### config.mk
export PLATFORM = sky130hd
export DESIGN_NAME = uart_tx_arbiter
export DESIGN_NICKNAME = d
export VERILOG_FILES = /design/src/rtl/uart_tx_arbiter.sv
export SDC_FILE = /design/constraint.sdc
export NUM_CORES = 1
export LEC_CHECK = 0
export ABC_AREA = 1
export BUFFER_PORTS_ARGS = -buffer_cell sky130_fd_sc_hd__buf_4
export CAP_MARGIN = 10
export CORE_MARGIN = 4
export CORE_UTILIZATION = 45
export DETAILED_ROUTE_END_ITERATION = 12
export MAX_ROUTING_LAYER = met4
export PLACE_DENSITY = 0.82
export SLEW_MARGIN = 30
export SYNTH_ARGS = -nofsm -noshare
export SYNTH_HDL_FRONTEND = slang
export SYNTH_SLANG_ARGS = --single-unit
export TNS_END_PERCENT = 100
### constraint.sdc
create_clock -name i_clk -period 2.8 [get_ports i_clk]
set_input_delay 0.28 -clock i_clk [delete_from_list [all_inputs] [get_ports i_clk]]
set_output_delay 0.28 -clock i_clk [all_outputs]
set_load 0.05 [all_outputs]
### src/rtl/uart_tx_arbiter.sv
// Round-robin arbiter sharing one UART transmitter between NUM_REQ byte producers.
// A grant is held for a whole packet (up to req_last) so messages never interleave.
module uart_tx_arbiter #(
  parameter int NUM_REQ        = 2,
  parameter int DATA_WIDTH     = 8,
  parameter int TIMEOUT_CYCLES = 1024
) (
  input  logic                          i_clk,
  input  logic                          i_rst,
  input  logic [NUM_REQ*DATA_WIDTH-1:0] i_req_data,
  input  logic [NUM_REQ-1:0]            i_req_valid,
  input  logic [NUM_REQ-1:0]            i_req_last,
  output logic [NUM_REQ-1:0]            o_req_ready,
  output logic [DATA_WIDTH-1:0]         o_tx_data,
  output logic                          o_tx_valid,
  input  logic                          i_tx_ready,
  output logic [NUM_REQ-1:0]            o_grant,
  output logic                          o_timeout_pulse
);

  localparam int PTR_W = (NUM_REQ > 1) ? $clog2(NUM_REQ) : 1;
  localparam int TMR_W = (TIMEOUT_CYCLES > 0) ? $clog2(TIMEOUT_CYCLES + 1) : 1;
  localparam logic [TMR_W-1:0] TMR_LAST = (TIMEOUT_CYCLES > 0) ? TMR_W'(TIMEOUT_CYCLES - 1) : '0;
  localparam logic [PTR_W-1:0] PTR_INIT = PTR_W'(NUM_REQ - 1);

  typedef enum logic {ST_IDLE, ST_OWNED} state_t;

  state_t             r_state, w_nextState;
  logic [NUM_REQ-1:0] r_grant, w_nextGrant;
  logic [PTR_W-1:0]   r_rrPtr, w_nextRrPtr;
  logic [TMR_W-1:0]   r_timer, w_nextTimer;
  logic               r_timeoutPulse, w_nextPulse;

  logic                  w_ownerValid;
  logic                  w_ownerLast;
  logic                  w_transfer;
  logic [PTR_W-1:0]      w_ownerIdx;
  logic [PTR_W-1:0]      w_winnerIdx;
  logic                  w_found;
  logic [PTR_W:0]        w_sum;
  logic [PTR_W-1:0]      w_cand;
  logic [DATA_WIDTH-1:0] w_ownerData;

  assign w_ownerValid = |(i_req_valid & r_grant);
  assign w_ownerLast  = |(i_req_last & r_grant);
  assign w_transfer   = w_ownerValid & i_tx_ready;

  // Grant is one-hot, so an AND-OR mux and a priority-free encode are sufficient.
  always_comb begin
    w_ownerIdx  = '0;
    w_ownerData = '0;
    for (int i = 0; i < NUM_REQ; i++) begin
      if (r_grant[i]) begin
        w_ownerIdx  = PTR_W'(i);
        w_ownerData = w_ownerData | i_req_data[i*DATA_WIDTH +: DATA_WIDTH];
      end
    end
  end

  // Scan rrPtr+1, rrPtr+2, ... wrapping modulo NUM_REQ; first valid requester wins.
  always_comb begin
    w_found     = 1'b0;
    w_winnerIdx = r_rrPtr;
    w_sum       = '0;
    w_cand      = '0;
    for (int k = 1; k <= NUM_REQ; k++) begin
      w_sum = {1'b0, r_rrPtr} + (PTR_W+1)'(k);
      if (w_sum >= (PTR_W+1)'(NUM_REQ)) begin
        w_sum = w_sum - (PTR_W+1)'(NUM_REQ);
      end
      w_cand = w_sum[PTR_W-1:0];
      if (!w_found && i_req_valid[w_cand]) begin
        w_found     = 1'b1;
        w_winnerIdx = w_cand;
      end
    end
  end

  always_ff @(posedge i_clk) begin
    if (i_rst) begin
      r_state        <= ST_IDLE;
      r_grant        <= '0;
      r_rrPtr        <= PTR_INIT;
      r_timer        <= '0;
      r_timeoutPulse <= 1'b0;
    end else begin
      r_state        <= w_nextState;
      r_grant        <= w_nextGrant;
      r_rrPtr        <= w_nextRrPtr;
      r_timer        <= w_nextTimer;
      r_timeoutPulse <= w_nextPulse;
    end
  end

  always_comb begin
    w_nextState = r_state;
    w_nextGrant = r_grant;
    w_nextRrPtr = r_rrPtr;
    w_nextTimer = r_timer;
    w_nextPulse = 1'b0;
    case (r_state)
      ST_IDLE: begin
        if (w_found) begin
          w_nextState              = ST_OWNED;
          w_nextGrant              = '0;
          w_nextGrant[w_winnerIdx] = 1'b1;
          w_nextTimer              = '0;
        end
      end
      ST_OWNED: begin
        if (w_transfer) begin
          w_nextTimer = '0;
          if (w_ownerLast) begin
            w_nextState = ST_IDLE;
            w_nextGrant = '0;
            w_nextRrPtr = w_ownerIdx;
          end
        end else if (TIMEOUT_CYCLES != 0 && !w_ownerValid) begin
          // A stalled transmitter never counts; only a silent owner does.
          if (r_timer == TMR_LAST) begin
            w_nextState = ST_IDLE;
            w_nextGrant = '0;
            w_nextRrPtr = w_ownerIdx;
            w_nextTimer = '0;
            w_nextPulse = 1'b1;
          end else if (r_timer != '1) begin
            w_nextTimer = r_timer + TMR_W'(1);
          end
        end
      end
    endcase
  end

  always_comb begin
    o_tx_valid  = 1'b0;
    o_tx_data   = '0;
    o_req_ready = '0;
    if (r_state == ST_OWNED) begin
      o_tx_valid  = w_ownerValid;
      o_tx_data   = w_ownerData;
      o_req_ready = r_grant & {NUM_REQ{i_tx_ready}};
    end
  end

  assign o_grant         = r_grant;
  assign o_timeout_pulse = r_timeoutPulse;

endmodule

==> metrics.md <==
| Metric | Value |
|---|---|
| Overall power | between 400 and 500 uW |
| 1st-iter DRT viols | 58 |
| Top Layer Used | met4 |
| # setup viols final | 0 |
| Post_cts resized | 0 |
| Slowest-stage cell, CP | dfxtp_1 |
| MaxCap Viol Count | 0 |
| Global-route wire length before repair | 4.636 mm |
| TritonCTS Buffers | 3 |
| Global Route Usage Sum | a little under a fifth |
| Final worst-path cycle share | 62.88% |
| Proportion of layout cells with a drive suffix above 1 | 27.00% |
| 1st-pass router iterations | 4 |
| Power density of the placed cells | 368.0 nW/um^2 |
| Initial Utilization | 47.06% |
| Area leader, netlist | dfxtp_1 |
| Register area share after synthesis | between 30 and 40% |
| CTS Buffer Depth | 2 |
| Setup CP Type | reg2out |
| Cell Area, Synth | 1041 um^2 |
| Netlist cell types | 23 |
| M1 wire length | 1.157 mm |
| Syn. warnings | 0 |
| Vias in the first global route | 1107 |
| Clk root buf | clkbuf_4 |
| Main synth FF type | dfxtp_1 |
| Status | finished, final reports clean |
| Vias per std cell | 5.232 |
| Family with the most delay on the worst path | flip-flops |
| CTS Hold Bufs | 0 |
| Via count | 1193 |
| DR WL met3 | between 200 and 250 um |
| Overflow after GRT | 0 |
| CP Launch Type | flop |
| Max IR drop VDD | 326.1 uV |
| DP Worst Slack | approximately 1100 ps |
| Remaining DRCs | 0 |
| Worst-Margin Slew | 446.3 ps |
| Mapped Nets | 190 |
| Footprint of the multi-input gates | 630.6 um^2 |
| Achievable frequency | 568.0 MHz |
| Crit Path Max Fanout | 13 |
| Final hold vios | 0 |
| Largest net degree at the start of global routing | 16 |
| Post-CTS Setup Bufs | 0 |
| Worst endpoint required time | about 2500 ps |
| Clock Sinks | 16 |
| Routed Antenna Nets | 0 |
| RSZ-0062 raised after global routing | false |
| Ranking of synthesized cells by area | dfxtp_1, nand2_1, nor2_1 |
| P_leak | about 0.00062 uW |
| Hold Startpoint | i_rst |
| Core area | 2212 um^2 |
| Max-slew headroom | 70.20% |
| Ys async rst share | 0% |
| Reg area | 320.3 um^2 |
| Post-route minimum period | 1761 ps |
| Setup ws final | 1039 ps |
| RR Startpoint | o_grant[0] |
| Worst setup startpoint | o_grant[0] |
| Die Ht | approximately 56 um |
| Initial antenna violation count | 0 |
| Routed length per placed instance | around 12 um |
| Nets@finish | 226 |
| Yosys reg bits | 16 |
| Die area | 3147 um^2 |
| Worst path arrival time | 1480 ps |
| Synth Instances | 166 |
| Hpwl dp | about 2.2 mm |
| CP endpoint kind | primary output |
| Fin Setup TNS | 0 ps |
| Synth top area share | 30.77% |
| Clock transition at path regs | 90 ps |
| Pins over their slew limit | 0 |
| IO Port Bufs | 36 |
| EDFF count, synth | 0 |
| Total Wirelength | about 2.8 mm |
| Clk_lat worst skew | 280 ps |
| Die width | 56.10 um |
| Mean post-synth cell area | 6.271 um^2 |
| Hold Path Class | in2reg |
| CTS tree | yes |
| Clock skew | about 3.6 ps |
| Met2 routed WL | 1.357 mm |
| Top Ports | 37 |
| Layout overhead on the synthesized area | 28.61% |
| Ant. Diodes | 0 |
| GPL Wtd Cong | 0.9704 |
| Cell Rows | 17 |
| Slowest stage delay, CP | 600 ps |
| Fill cells | 203 |
| CTS H-tree depth | 1 |
| Worst path cell trace | nand2_1, a21oi_1, buf_4 |
| Worst Path Buf+Inv | 1 |
[cell families after synthesis]
family	count (synthesis)	synth area share, %
simple gates	103	44.83
compound gates	25	14.54
buf+inv	21	8.654
flops	16	30.77
fa+ha+maj	1	1.202
[layer usage]
layer	GRT usage (%)	vias to the layer above
li1	-	609
met5	-	-
met3	4.872	7
met4	7.797	0
met1	20.64	530
met2	31.05	47
[sequential cells by signal (all words and copies together) (netlist names)]
| signal | count |
|---|---|
| o_timeout_pulse | 1 |
| r_timer | 11 |
| r_state | 1 |
| o_grant | 2 |
| r_rrPtr | 1 |
[cell usage in the layout (no fill, tap or decap)]
master | Yosys | final
o21a_1 | 1 | 1
nand2_4 | 2 | 2
nor2_1 | 32 | 32
o21ai_1 | 2 | 2
nand3_1 | 16 | 16
inv_2 | 3 | 3
nor2_2 | 2 | 2
a21oi_1 | 11 | 11
ha_1 | 1 | 1
a22oi_1 | 8 | 8
nand4_1 | 2 | 2
o21ai_0 | 2 | 2
and3_1 | 2 | 2
nand2_2 | 5 | 5
inv_1 | 13 | 13
a21oi_2 | 1 | 1
clkbuf_4 | 0 | 3
nand3_2 | 2 | 2
dfxtp_1 | 16 | 16
buf_4 | 1 | 36
nand2_1 | 38 | 38
nor4_1 | 2 | 2
[power breakdown]
part	internal, uW	leakage, uW	switching (uW)
clock	49.9	0.0000138	70.2
combinational	49.3	0.000474	78.1
sequential	233	0.000130	11.8
[cell usage after synthesis (2+ instances only)]
cell	number
o21ai_1	2
and3_1	2
nand2_4	2
inv_2	3
a21oi_1	11
nand3_2	2
dfxtp_1	16
o21ai_0	2
clkbuf_1	3
nand4_1	2
nor2_2	2
nand3_1	16
inv_1	13
nor4_1	2
a22oi_1	8
nor2_1	32
nand2_1	38
nand2_2	5
[metrics by stage]
step                instances  hold WS (ps)  util (%)  cell area, um^2
floorplan                 166         349.1         -             1041
global placement          225         463.9     59.50             1316
detailed placement        225         486.5     59.50             1316
CTS                       228         205.7     60.52             1339
global route              228         205.0     60.52             1339
finish                    228         214.5     60.52             1339
[layout make-up]
cell class                 count  area share [%]
multi-input combinational    129           47.10
sequential                    16           23.93
tap                           28           2.617
clock buffer                   3           1.682
timing repair buffer          36           20.19
inverter                      16           4.486
[worst paths after layout]
| check | endpoint | slack (ps) | cells past startpoint |
|---|---|---|---|
| worst min-delay path | r_timer[6] | 210 | 2 |
| worst max register to register | r_timer[7] | 1100 | 10 |
| worst max-delay path | o_tx_valid | 1040 | 3 |
| worst min register to register | r_timer[3] | 500 | 2 |
Power figures use the tool's default switching activity.
